==> config.mk <==
export PLATFORM = sky130hd
export DESIGN_NAME = fifo_wr_arb_flat
export DESIGN_NICKNAME = d
export VERILOG_FILES = /design/src/rtl/fifo_wr_arb_if.sv /design/src/rtl/fifo_wr_arb.sv /design/src/flat_wrapper.sv
export SDC_FILE = /design/constraint.sdc
export NUM_CORES = 1
export LEC_CHECK = 0
export ABC_AREA = 1
export ABC_CLOCK_PERIOD_IN_PS = 2000
export BUFFER_PORTS_ARGS = -buffer_cell sky130_fd_sc_hd__buf_2
export CORE_ASPECT_RATIO = 1.2
export CORE_MARGIN = 2
export CORE_UTILIZATION = 30
export DETAILED_ROUTE_END_ITERATION = 8
export PLACE_DENSITY_LB_ADDON = 0.08
export REMOVE_ABC_BUFFERS = 1
export SLEW_MARGIN = 20
export SYNTH_ARGS = -nofsm -noshare
export SYNTH_HDL_FRONTEND = slang
export SYNTH_SLANG_ARGS = --single-unit
==> constraint.sdc <==
create_clock -name w_clk -period 2 [get_ports w_clk]
set_clock_uncertainty 0.2 [all_clocks]
set_input_delay 0.2 -clock w_clk [delete_from_list [all_inputs] [get_ports w_clk]]
set_output_delay 0.2 -clock w_clk [all_outputs]
set_load 0.02 [all_outputs]
==> src/rtl/fifo_wr_arb_if.sv <==
// Write-port bundle: four byte requesters on one side, the FIFO write port on the other.
// The arbiter takes the slave view; requesters and FIFO model take the master view.
interface fifo_wr_arb_if;
    logic [3:0]  req;
    logic [31:0] req_data;
    logic        w_full;
    logic [3:0]  grant;
    logic [3:0]  ack;
    logic        w_en;
    logic [7:0]  w_data;

    modport master (
        output req, req_data, w_full,
        input  grant, ack, w_en, w_data
    );

    modport slave (
        input  req, req_data, w_full,
        output grant, ack, w_en, w_data
    );
endinterface

==> src/rtl/fifo_wr_arb.sv <==
// Round-robin burst arbiter for four byte requesters sharing one FIFO write port.
// Optional macro FIFO_WR_ARB_PRIO_EN gives requester 0 fixed priority over 1..3.
module fifo_wr_arb #(
    parameter int unsigned BURST_LEN = 4
) (
    input logic          w_clk,
    input logic          rst_n,
    fifo_wr_arb_if.slave arb_io
);

    typedef enum logic [0:0] {StIdle, StGrant} state_e;

    localparam logic [4:0] BurstLast = 5'(BURST_LEN);

    state_e     state_q, state_d;
    logic [3:0] grant_q, grant_d;
    logic [4:0] beat_q, beat_d;
    logic [1:0] last_q, last_d;

    logic [1:0] owner;
    logic [1:0] winner;
    logic       wen;
    logic [3:0] ack;
    logic [7:0] wdata;
    logic       last_beat;
    logic       owner_drop;

    // State register
    always_ff @(posedge w_clk or negedge rst_n) begin
        if (!rst_n) begin
            state_q <= StIdle;
            grant_q <= 4'b0000;
            beat_q  <= 5'd0;
            last_q  <= 2'd3;
        end else begin
            state_q <= state_d;
            grant_q <= grant_d;
            beat_q  <= beat_d;
            last_q  <= last_d;
        end
    end

    always_comb begin
        owner = 2'd0;
        unique case (grant_q)
            4'b0010: owner = 2'd1;
            4'b0100: owner = 2'd2;
            4'b1000: owner = 2'd3;
            default: owner = 2'd0;
        endcase
    end

`ifdef FIFO_WR_ARB_PRIO_EN
    // Requester 0 always wins; 1..3 rotate behind it, so last_q only ever holds 1..3.
    always_comb begin
        logic [1:0] cand;
        logic       found;
        winner = 2'd0;
        found  = 1'b0;
        cand   = last_q;
        if (!arb_io.req[0]) begin
            for (int k = 0; k < 3; k++) begin
                cand = (cand == 2'd3) ? 2'd1 : cand + 2'd1;
                if (!found && arb_io.req[cand]) begin
                    winner = cand;
                    found  = 1'b1;
                end
            end
        end
    end
`else
    always_comb begin
        logic [1:0] cand;
        logic       found;
        winner = 2'd0;
        found  = 1'b0;
        cand   = last_q;
        for (int k = 0; k < 4; k++) begin
            cand = cand + 2'd1;
            if (!found && arb_io.req[cand]) begin
                winner = cand;
                found  = 1'b1;
            end
        end
    end
`endif

    assign last_beat  = (beat_q + 5'd1) == BurstLast;
    assign owner_drop = !arb_io.req[owner];

    // Next-state logic
    always_comb begin
        state_d = state_q;
        grant_d = grant_q;
        beat_d  = beat_q;
        last_d  = last_q;
        unique case (state_q)
            StIdle: begin
                if (arb_io.req != 4'b0000) begin
                    state_d = StGrant;
                    grant_d = 4'b0001 << winner;
                    beat_d  = 5'd0;
                end
            end
            StGrant: begin
                if (wen) begin
                    beat_d = beat_q + 5'd1;
                end
                if (owner_drop || (wen && last_beat)) begin
                    state_d = StIdle;
                    grant_d = 4'b0000;
                    beat_d  = 5'd0;
`ifdef FIFO_WR_ARB_PRIO_EN
                    if (owner != 2'd0) begin
                        last_d = owner;
                    end
`else
                    last_d = owner;
`endif
                end
            end
            default: begin
                state_d = StIdle;
                grant_d = 4'b0000;
            end
        endcase
    end

    // Output logic: purely from registered ownership plus live req/full/data.
    always_comb begin
        wen   = 1'b0;
        ack   = 4'b0000;
        wdata = 8'h00;
        if (state_q == StGrant) begin
            wen   = arb_io.req[owner] & ~arb_io.w_full;
            wdata = arb_io.req_data[{owner, 3'b000} +: 8];
            ack   = {4{wen}} & grant_q;
        end
    end

    assign arb_io.grant  = grant_q;
    assign arb_io.ack    = ack;
    assign arb_io.w_en   = wen;
    assign arb_io.w_data = wdata;

    assert property (@(posedge w_clk) disable iff (!rst_n) $onehot0(grant_q));

    assert property (@(posedge w_clk) disable iff (!rst_n)
        wen |-> (grant_q != 4'b0000 && !arb_io.w_full));

    assert property (@(posedge w_clk) disable iff (!rst_n) beat_q <= BurstLast);

    // A stalled owner keeps the port until its word goes in.
    assert property (@(posedge w_clk) disable iff (!rst_n)
        (state_q == StGrant && arb_io.w_full && !owner_drop) |=> (grant_q == $past(grant_q)));

endmodule
==> src/flat_wrapper.sv <==
// flat-port wrapper written by rule: the top's interface ports become plain ports
module fifo_wr_arb_flat 
#(
    parameter int unsigned BURST_LEN = 4
)
  (w_clk, rst_n, arb_io_req, arb_io_req_data, arb_io_w_full, arb_io_grant, arb_io_ack, arb_io_w_en, arb_io_w_data);
  fifo_wr_arb_if arb_io_i ();
  input logic w_clk;
  input logic rst_n;
  input wire logic [$bits(arb_io_i.req)-1:0] arb_io_req;
  input wire logic [$bits(arb_io_i.req_data)-1:0] arb_io_req_data;
  input wire logic [$bits(arb_io_i.w_full)-1:0] arb_io_w_full;
  output wire logic [$bits(arb_io_i.grant)-1:0] arb_io_grant;
  output wire logic [$bits(arb_io_i.ack)-1:0] arb_io_ack;
  output wire logic [$bits(arb_io_i.w_en)-1:0] arb_io_w_en;
  output wire logic [$bits(arb_io_i.w_data)-1:0] arb_io_w_data;
  assign arb_io_i.req = arb_io_req;
  assign arb_io_i.req_data = arb_io_req_data;
  assign arb_io_i.w_full = arb_io_w_full;
  assign arb_io_grant = arb_io_i.grant;
  assign arb_io_ack = arb_io_i.ack;
  assign arb_io_w_en = arb_io_i.w_en;
  assign arb_io_w_data = arb_io_i.w_data;
  fifo_wr_arb #(.BURST_LEN(BURST_LEN)) u_core (.w_clk(w_clk), .rst_n(rst_n), .arb_io(arb_io_i));
endmodule
==> run summary <==
Routed vias/inst -> 4.67
Clock share of power -> 0.098
PortBufs -> 55
Core footprint -> 4290 sq um
Synth Flop Type -> dfrtp_1
Largest family of logic cells by synthesized area -> simple AND/OR/NAND/NOR gates
Data required, critical path -> 1.60 ns
EDFF count, synth -> 0
Worst rel slew slack -> 0.809
Area contributors post-synth -> dfrtp_1 (19%), nand2_1 (18%), nor2_1 (8.3%)
Tmin final -> 2.06 ns
Clock Latency Late Sink -> 0.24 ns
Starting Density -> 0.314
Congestion Overflow GR -> 0
FILL cells -> 468
CTS buffer count -> 3
Leak -> 0.00105 uW
Synth Area in XOR/XNOR -> 0.00649
Sw Ratio -> 0.502
Cells on worst reg2reg path -> 11
Simple-gate portion of the synthesized area -> 0.493
Area leader, netlist -> dfrtp_1
Max-cap viol count -> 0
Synthesis warning total -> 0
Share of the synthesized area in the top cell type -> 0.185
Worst EP arrival -> 1.66 ns
Post-Syn Instances -> 219
Top post-synthesis cells by count -> nand2_1 (63), nor2_1 (30), nand3_1 (22)
Routed WL -> 3910 um
Area growth syn-to-layout -> 48.9%
Nets -> 336
DPL Wire Length -> 3050 um
Worst Max-Slew Pin Slew -> 0.285 ns
Post-Syn Area -> 1350 sq um
Max Root-Sink Buffers -> 2
Ys async rst share -> 1.00
Distinct cell type count after synthesis -> 27
Vias in the first global route -> 1509
RSZ-0062 raised after global routing -> yes
Row Count -> 26
Crit end category -> primary output
First-pass GRT wire length -> 6440 um
R2r setup slk -> 0.16 ns
Final Hold Fails -> 0
Mapped Avg Cell Area -> 6.16 sq um
Remaining antenna violation count -> 0
DRC Markers -> 0
NetSw -> 1380 uW
Fin cells -> 350
Slew Viols, Final -> 0
Setup Viol. Count Final -> 12
Pwr Density -> 1370 nW/um^2
Crit Path Category -> reg2out
Synth Area in Adders -> 0.0185
Fmax -> 486 MHz
CP Max Fanout -> 8
Mux share of post-synthesis cell area -> 0
GP Congestion -> 0.794
Peak VDD IR -> 0.516 mV
Compound-gate portion of the synthesized area -> 0.156
Tot GR Track Use -> 0.156
#FFs+latches synth -> 12
CP Launch Type -> flip-flop
TritonCTS clock tree -> built
Hold WC Path Type -> in2async
Failing checks -> negative setup slack
Initial antenna violation count -> 0
H-tree levels -> 1
Routed via count -> 1636
Sequential power share -> 0.142
WL per Instance -> 11.2 um
Setup TNS -> -0.310 ns
Status -> finished with violations
Number of diodes -> 0
Logic pwr share -> 0.760
Post-synthesis sequential area ratio -> 0.224
Period utilisation layout -> 1.03
Share of cells above drive strength 1 -> 0.408
Die area -> 5060 sq um
Internal power -> 1370 uW
Most common cell in the netlist -> nand2_1
Drt initial violations -> 53
Setup ws final -> -0.0591 ns
Clk pin slew, worst setup/hold paths -> 0.06 ns
Root buf cell -> clkbuf_8
Clk sinks -> 12
Largest net degree at the start of global routing -> 17
Die Width -> 65.2 um
Io pins -> 56
Die H -> 77.5 um
DRT Pass-1 Iters -> 5
Dpl ws -> 0.104 ns
Dpl cells -> 333
-- final cells by class --
class | instances | area, sq um | area share
Clock buffer | 4 | 55.1 | 0.0274
Timing Repair Buffer | 78 | 533 | 0.265
Multi-Input combinational cell | 180 | 960 | 0.477
Sequential cell | 12 | 305 | 0.152
Tap cell | 56 | 70.1 | 0.0348
Inverter | 20 | 87.6 | 0.0436
-- flip-flops by register name, indices dropped and copies added (netlist names) --
register             count
u_core.beat_q            5
u_core.arb_io.grant      4
u_core.last_q            2
u_core.state_q           1
-- per-layer routing --
layer / track usage / up-vias / share of wire
met1: 0.186 / 735 / 0.44
met2: 0.284 / 30 / 0.53
met5: 0 / - / 0
met3: 0.0275 / 0 / 0.031
met4: 0.0354 / 0 / 0
li1: - / 871 / -
-- power by group through the flow --
stage | clock network (uW) | registers (uW) | logic [uW]
after floorplan | 0 | 425 | 1120
after global placement | 0 | 405 | 1720
after detailed placement | 0 | 404 | 1700
after CTS | 273 | 402 | 1870
after global routing | 291 | 403 | 2310
final | 268 | 391 | 2090
-- kinds of logic after synthesis --
kind of cell    Yosys count
compound gates           37
fa+ha+maj                 2
xor+xnor                  1
simple gates            140
flops                    12
buf+inv                  27
-- worst max-delay path: stages, from the launching register on --
cell     delay (ns)
dfrtp_1        0.42
inv_2          0.12
nand2_2        0.06
nand2_2        0.08
nand2_4        0.07
inv_6          0.08
buf_12         0.11
o21a_1         0.11
o21ai_1        0.05
a21oi_1        0.16
buf_4          0.16
-- placed cells by master (no fill, tap or decap), drive strengths merged --
| master | synthesis | layout |
|---|---|---|
| a21oi | 9 | 9 |
| buf | 6 | 76 |
| clkbuf | 1 | 5 |
| dfrtp | 10 | 10 |
| dfstp | 2 | 2 |
| dlygate4sd3 | 0 | 1 |
| ha | 2 | 2 |
| inv | 20 | 20 |
| nand2 | 69 | 69 |
| nand3 | 26 | 26 |
| nand3b | 2 | 2 |
| nand4 | 8 | 8 |
| nor2 | 35 | 35 |
| o21a | 7 | 7 |
| o21ai | 21 | 21 |
| xnor2 | 1 | 1 |
-- final timing paths --
path	startpoint	end
min in group w_clk	arb_io_w_full	u_core.beat_q[3]
min	rst_n	u_core.beat_q[4]
max reg2reg	u_core.last_q[0]	u_core.arb_io.grant[2]
min reg2reg	u_core.last_q[0]	u_core.last_q[0]
max in group asynchronous	rst_n	u_core.last_q[0]
max	u_core.arb_io.grant[3]	arb_io_w_data[0]
-- through the flow --
stage	power, uW	instance area (sq um)	util	hold WS [ns]
floorplan	1550	1290	-	-0.296
global placement	2120	1730	0.402	-0.103
detailed placement	2110	1730	0.402	-0.104
CTS	2550	1880	0.437	0.173
global route	3000	2010	0.468	0.189
finish	2750	2010	0.468	0.161
-- what timing repair did --
action / CTS / global route
pin swaps: 2 / 9
hold buffers: 1 / 0
setup buffers: 2 / 9
resized for setup: 32 / 19
hold endpoints to repair: 12 / 0
setup endpoints to repair: 13 / 17
cloned: 0 / 1
(Power assumes the default switching activity.)
